$ cat src/rtl/ysyx_23060124_wbu.sv
// Write-back unit: retires ALU/load results into the register file, tracks pending rd.
// Optional define YSYX_23060124_WB_BYPASS_EN adds write-port forwarding to the IDU sources.
module ysyx_23060124_wbu #(
  parameter int DATA_W = 32
) (
  input  logic              clk,
  input  logic              i_rst_n,
  input  logic              i_valid,
  output logic              o_ready,
  input  logic [4:0]        i_rd,
  input  logic              i_rd_wen,
  input  logic              i_is_load,
  input  logic [DATA_W-1:0] i_result,
  input  logic              i_lsu_rvalid,
  input  logic [DATA_W-1:0] i_lsu_rdata,
  output logic              o_lsu_rready,
  output logic              o_rf_wen,
  output logic [4:0]        o_rf_waddr,
  output logic [DATA_W-1:0] o_rf_wdata,
  input  logic              i_issue_valid,
  input  logic [4:0]        i_issue_rd,
  input  logic              i_issue_wen,
  input  logic [4:0]        i_raddr1,
  input  logic [4:0]        i_raddr2,
  output logic              o_stall,
  output logic              o_retire,
  output logic [31:0]       o_retire_cnt
`ifdef YSYX_23060124_WB_BYPASS_EN
  ,
  output logic              o_fwd1_valid,
  output logic              o_fwd2_valid,
  output logic [DATA_W-1:0] o_fwd1_data,
  output logic [DATA_W-1:0] o_fwd2_data
`endif
);

  typedef enum logic {
    IDLE      = 1'b0,
    WAIT_LOAD = 1'b1
  } state_e;

  state_e            state_q, state_d;
  logic [4:0]        ld_rd_q;
  logic              ld_wen_q;
  logic              ld_start;
  logic              vld_p0;
  logic [4:0]        rd_p0;
  logic              wen_p0;
  logic [DATA_W-1:0] data_p0;
  logic              rf_wen_p0;
  logic [31:0]       set_mask, clr_mask;
  logic [31:0]       pending_q, pending_d;
  logic [31:0]       retire_cnt_q;

  // Stage p0: pick the retiring result (ALU in IDLE, LSU data in WAIT_LOAD)
  always_comb begin
    state_d      = state_q;
    o_ready      = 1'b0;
    o_lsu_rready = 1'b0;
    ld_start     = 1'b0;
    vld_p0       = 1'b0;
    rd_p0        = i_rd;
    wen_p0       = i_rd_wen;
    data_p0      = i_result;
    case (state_q)
      IDLE: begin
        o_ready = 1'b1;
        if (i_valid) begin
          if (i_is_load) begin
            ld_start = 1'b1;
            state_d  = WAIT_LOAD;
          end else begin
            vld_p0 = 1'b1;
          end
        end
      end
      WAIT_LOAD: begin
        o_lsu_rready = 1'b1;
        rd_p0        = ld_rd_q;
        wen_p0       = ld_wen_q;
        data_p0      = i_lsu_rdata;
        if (i_lsu_rvalid) begin
          vld_p0  = 1'b1;
          state_d = IDLE;
        end
      end
      default: state_d = IDLE;
    endcase
  end

  assign rf_wen_p0 = vld_p0 & wen_p0 & (rd_p0 != 5'd0);

  always_comb begin
    set_mask = '0;
    clr_mask = '0;
    if (i_issue_valid && i_issue_wen && (i_issue_rd != 5'd0)) set_mask[i_issue_rd] = 1'b1;
    if (rf_wen_p0) clr_mask[rd_p0] = 1'b1;
    pending_d = ((pending_q & ~clr_mask) | set_mask) & ~32'h1;
  end

  always_ff @(posedge clk) begin
    if (ld_start) begin
      ld_rd_q  <= i_rd;
      ld_wen_q <= i_rd_wen;
    end
  end

  // Stage p1: registered register-file write port, retire pulse and counters
  always_ff @(posedge clk or negedge i_rst_n) begin
    if (!i_rst_n) begin
      state_q      <= IDLE;
      pending_q    <= '0;
      o_rf_wen     <= 1'b0;
      o_rf_waddr   <= '0;
      o_rf_wdata   <= '0;
      o_retire     <= 1'b0;
      retire_cnt_q <= '0;
    end else begin
      state_q   <= state_d;
      pending_q <= pending_d;
      o_rf_wen  <= rf_wen_p0;
      o_retire  <= vld_p0;
      if (vld_p0) begin
        o_rf_waddr   <= rd_p0;
        o_rf_wdata   <= data_p0;
        retire_cnt_q <= retire_cnt_q + 32'd1;
      end
    end
  end

  assign o_retire_cnt = retire_cnt_q;

`ifdef YSYX_23060124_WB_BYPASS_EN
  assign o_fwd1_valid = o_rf_wen && (o_rf_waddr == i_raddr1) && (i_raddr1 != 5'd0);
  assign o_fwd2_valid = o_rf_wen && (o_rf_waddr == i_raddr2) && (i_raddr2 != 5'd0);
  assign o_fwd1_data  = o_rf_wdata;
  assign o_fwd2_data  = o_rf_wdata;
  assign o_stall      = (pending_q[i_raddr1] & ~o_fwd1_valid) | (pending_q[i_raddr2] & ~o_fwd2_valid);
`else
  assign o_stall      = pending_q[i_raddr1] | pending_q[i_raddr2];
`endif

endmodule

$ cat config.mk
export PLATFORM = sky130hd
export DESIGN_NAME = ysyx_23060124_wbu
export DESIGN_NICKNAME = d
export VERILOG_FILES = /design/src/rtl/ysyx_23060124_wbu.sv
export SDC_FILE = /design/constraint.sdc
export NUM_CORES = 1
export LEC_CHECK = 0
export BUFFER_PORTS_ARGS = -buffer_cell sky130_fd_sc_hd__buf_2
export CORE_AREA = 2 2 110 112
export CTS_BUF_LIST = sky130_fd_sc_hd__clkbuf_8
export DETAILED_ROUTE_END_ITERATION = 6
export DIE_AREA = 0 0 112 114
export MAX_ROUTING_LAYER = met4
export PLACE_DENSITY = 0.75
export SYNTH_ARGS = -nofsm -noshare
export SYNTH_HDL_FRONTEND = slang
export SYNTH_SLANG_ARGS = --single-unit
export TNS_END_PERCENT = 20
$ cat constraint.sdc
create_clock -name clk -period 1.83 [get_ports clk]
set_input_delay 0.0915 -clock clk [delete_from_list [all_inputs] [get_ports clk]]
set_output_delay 0.0915 -clock clk [all_outputs]
set_load 0.05 [all_outputs]
# Word level (Yosys, flattened, before mapping)

Index checks and enable logic that the tools add are counted.

Mux-type cells: 24
Bitwise logic cells: 7
Reductions and logical operators: 6
$lt $le $gt $ge: 6
Add/sub/neg operators: 1

Operators by type and width:

| cell                  | count |
|---|---|
| $mux 32               | 3 |
| $add 32x1->32 const B | 1 |
| $and 32x32->32        | 1 |
| $not 32->32           | 1 |
| $or 32x32->32         | 1 |
| $lt 5x6->1 const B    | 4 |
| $mux 1                | 14 |
| $bmux 1 s5            | 2 |
| $demux 1 s5           | 2 |
| $ge 5x1->1 const B    | 2 |
| $reduce_bool 5->1     | 2 |
| $mux 5                | 1 |
| $logic_and 1x1->1     | 4 |
| $pmux 1 s2            | 2 |
| $and 1x1->1           | 2 |
| $not 1->1             | 1 |
| $or 1x1->1            | 1 |

Word-level logic and storage cells: 53
Input port bits: 92
Register bits: 109

# Logic depth before layout (Yosys ltp)

Depth after elaboration: 9
Gate-level depth with buffers: 7
Depth with buffers taken out: 6

# Worst setup path before layout

Ideal clock, no wire load.

Path kind: register to register
From: register state_q
To: register ld_rd_q[0] (enable)
Period minus slack after synthesis: 2.067 ns
Data required time: 1.506 ns
Cell stages (with the launch flop): 5
Slack: -0.237 ns
Arrival time: 1.743 ns
Setup time: 0.324 ns
Path through: dfrtp_1 buf_4 buf_4 inv_1 and3_1

Word-level cells in the longest chain between the ends: 1

Ends and longest elaborated chain:

| item                   | RTL line | source |
|---|---|---|
| start, declared        | 42       | `state_e state_q, state_d;` |
| start signal, assigned | 119      | `state_q <= state_d;` |
| $mux 1                 | 65       | `case (state_q)` |
| named net ld_start     | 45       | `logic ld_start;` |
| end signal, assigned   | 103      | `ld_rd_q <= i_rd;` |
| end, declared          | 43       | `logic [4:0] ld_rd_q;` |

The timed path passes the listed nets, and every way through them passes these cells.
A chain may end at the register's enable or synchronous reset.

# Final worst setup path

From: register pending_q[31]
To: output port o_stall

Word-level cells in the longest chain between the ends: 3
Elaborated cells between the ends (all ways): 5
Classes of those cells: mux: 4; bitwise: 1

Ends and longest elaborated chain:

| item                         | RTL line | source |
|---|---|---|
| start, declared              | 52       | `logic [31:0] pending_q, pending_d;` |
| start signal, assigned       | 120      | `pending_q <= pending_d;` |
| $bmux 1 s5                   | 140      | `assign o_stall = pending_q[i_raddr1] \| pending_q[i_raddr2];` |
| $mux 1 (not written as such) | 140      |  |
| $or 1x1->1 *                 | 140      |  |
| end, declared                | 25       | `output logic o_stall,` |

Every way passes the cells marked *; elsewhere a longest branch is shown, timed or not. The select of a mux whose other input is x is not followed.

==> out/results.ini <==
[place]
place_inst=795
port_buffers=165
dpl.hpwl_mm=10.05
place_ws_ns=0.02150
gp_congestion=0.8938

[worst_setup_path]
cp-end-kind=primary output
cpPeakStageDelay_ns=0.48
arrival_ns=2.00
worst_path_max_delay_cell=mux4_2
crit_path_start_kind=register
path_max_fanout=3
critPathKind=reg -> out
worstPathCellList=mux4_2, mux2_4, a31oi_1, o211ai_1, buf_4
path_delay_family=multiplexers
critPathBufInv=1
required_ns=1.74

[finish]
diodes=0
fillers=994
multiInputGateArea_sq_mm=0.002492
stdcell_count=848
nets=789
regArea_sq_mm=0.002771
syn_to_final_growth_pct=30.66
drive_gt1_share_pct=36.38
post-route-util_pct=59.69

[route]
wl_mm=13.70
vias_per_cell=5.389
routedWlPerCell_um=16.16
ant_nets=0
drc=0
first_iter_violations=222
firstDrtPassIters=5
vias=4570

[synthesis]
syn_nets=580
yosysWarnings=0
synth-seq-cells=109
synth_commonest_cells=dfrtp_1 (103), o21ai_0 (95), nand2_1 (68), mux2i_1 (41), xnor2_1 (24)
synth-main-ff-cell=dfrtp_1
avgSynthCellArea_sq_um=10.99
syn_area_sq_mm=0.005350
synth_top_cell_area_share_pct=48.18
synth_area_leaders=dfrtp_1 (48%), o21ai_0 (8.9%), mux2i_1 (7.7%)
synth.most_common_cell=dfrtp_1
yosysUniqueCellTypes=48
syn_inst=487
synth-seq-area-share_pct=51.54
synth_edf_count=6
yosys.area.top_type=dfrtp_1
async_flop_share_pct=94.50

[timing]
rsz0062_at_grt=yes
drv_slew=0
skew_ns=0.01102
setup_viol=1
relSlewSlack_pct=66.65
layout_min_cycle_time_ns=2.095
tightestPinTransition_ns=0.5002
fmax_mhz=477.4
hold_viol_final=0
fin_ws_ns=-0.2646
finalCritPeriodShare_pct=114.5

[clock_tree]
clkSinkCount=109
cts_buffer_depth=2
clk_latency_ns=0.37
cts_buffers=9
path_clk_slew_ns=0.10
htreeDepth=3
cts_tree=built
root_buffer=clkbuf_8

[grt]
track_usage_pct=22.72
grt_pass1_wl_mm=22.58
antenna_found_initial=0
overflow=0
grt_pass1_vias=4576
grt_max_degree=69

[run_status]
status=finished, violations left
violations=setup timing

[die]
start_util_pct=45.68
io_pins=166
rows=40
coreArea_sq_mm=0.01171
dieArea_sq_mm=0.01277
die_y_um=114
die_w_um=112

[pwr]
power.density_mw_per_mm2=1028
p_leak_nw=3.323
vdd.ir_drop.worst_mv=0.7361

[hold_path]
hp-class=in -> reg

[flow_run]
drv_cap=0

==> stage by stage <==
stage	total power, mW	instance area, sq um	TNS (ns)	hold WS, ns
floorplan	4.907	5368	-0.006468	-0.2041
global placement	5.554	6417	0	0.05909
detailed placement	5.634	6417	0	0.06922
CTS	7.183	6895	-0.2879	0.0002723
global route	7.546	6990	-1.029	0.01302
finish	7.186	6990	-0.2646	0.01356
==> layer usage <==
layer	share of wire (%)	vias to the layer above	GRT usage, %
li1	-	2171	-
met1	43	2220	28.88
met2	50	161	37.66
met3	5.0	18	2.976
met4	1.8	0	8.618
met5	0	-	-
==> registers in the layout, summed over array words and instances, names as in the netlist <==
| name | count |
|---|---|
| state_q | 1 |
| o_retire | 1 |
| o_rf_waddr | 5 |
| o_rf_wen | 1 |
| ld_wen_q | 1 |
| ld_rd_q | 5 |
| o_rf_wdata | 32 |
| pending_q | 31 |
| o_retire_cnt | 32 |
==> worst reg2reg max path, cell delays in order, from the launching register on <==
cell       delay (ns)
dfrtp_2          0.44
buf_6            0.14
nor3b_4          0.27
o2111ai_4        0.20
buf_4            0.19
or2_1            0.24
nor2_1           0.12
xor2_1           0.17
==> layout by cell type (no fill, tap or decap), drive strengths merged, types with 3 or more instances in the layout <==
master         n
clkbuf         9
and4           5
or2            3
nand4          8
buf          192
nand3         16
and3           8
mux2i         41
xor2           7
nor3b          3
dfrtp        103
nand2b         4
dlygate4sd3   25
nor2          16
a21oi          8
xnor2         24
o211ai         6
mux2           6
mux4          13
o21ai         96
inv            6
nand2         68
nor3           3
clkinv         3
nand3b         4
edfxtp         6
==> cell type report <==
cell class / instances / area share (%)
clock buffers: 9 / 1.772
clock inverters: 7 / 1.056
inverters: 5 / 0.3580
multi-input cells: 354 / 35.65
flip-flops and latches: 109 / 39.65
well taps: 147 / 2.631
repair buffers: 217 / 18.88
==> what timing repair did <==
action                                  4_1_cts  5_1_grt
pin swaps                                     2       10
endpoints found under the setup margin        3       63
resized for setup                             6       14
buffers inserted                              3        9
hold buffers                                 25        0
endpoints found under the hold margin        50        0
==> logic make-up (layout without fill, tap and decap cells) <==
| group | Yosys count | after routing | share of synthesized area [%] |
|---|---|---|---|
| fa+ha+maj | 1 | 1 | 0.2338 |
| xor+xnor | 31 | 31 | 5.075 |
| simple gates | 142 | 142 | 13.66 |
| buf+inv | 24 | 238 | 2.315 |
| flops | 109 | 109 | 51.54 |
| compound gates | 120 | 120 | 12.49 |
| mux | 60 | 60 | 14.69 |
==> path summary, 6_finish.rpt <==
kind,slack (ns),end,from,cells past startpoint
worst max-delay path,-0.26,o_stall,pending_q[31]$_DFF_PN0_,5
worst min-delay path,0.01,o_rf_wdata[2]$_DFFE_PN0P_,i_lsu_rdata[2],3
worst max register to register,0.01,o_retire_cnt[17]$_DFFE_PN0P_,state_q$_DFF_PN0_,7
worst min register to register,0.47,o_retire_cnt[31]$_DFFE_PN0P_,o_retire_cnt[31]$_DFFE_PN0P_,1
max in group asynchronous,1.07,o_rf_wdata[1]$_DFFE_PN0P_,i_rst_n,3
min in group asynchronous,0.20,o_retire_cnt[12]$_DFFE_PN0P_,i_rst_n,2
==> report_power, final <==
group / switching (mW) / internal, mW
registers: 0.345 / 2.85
clock network: 0.830 / 0.641
logic: 1.71 / 0.812
Power figures use the tool's default switching activity.
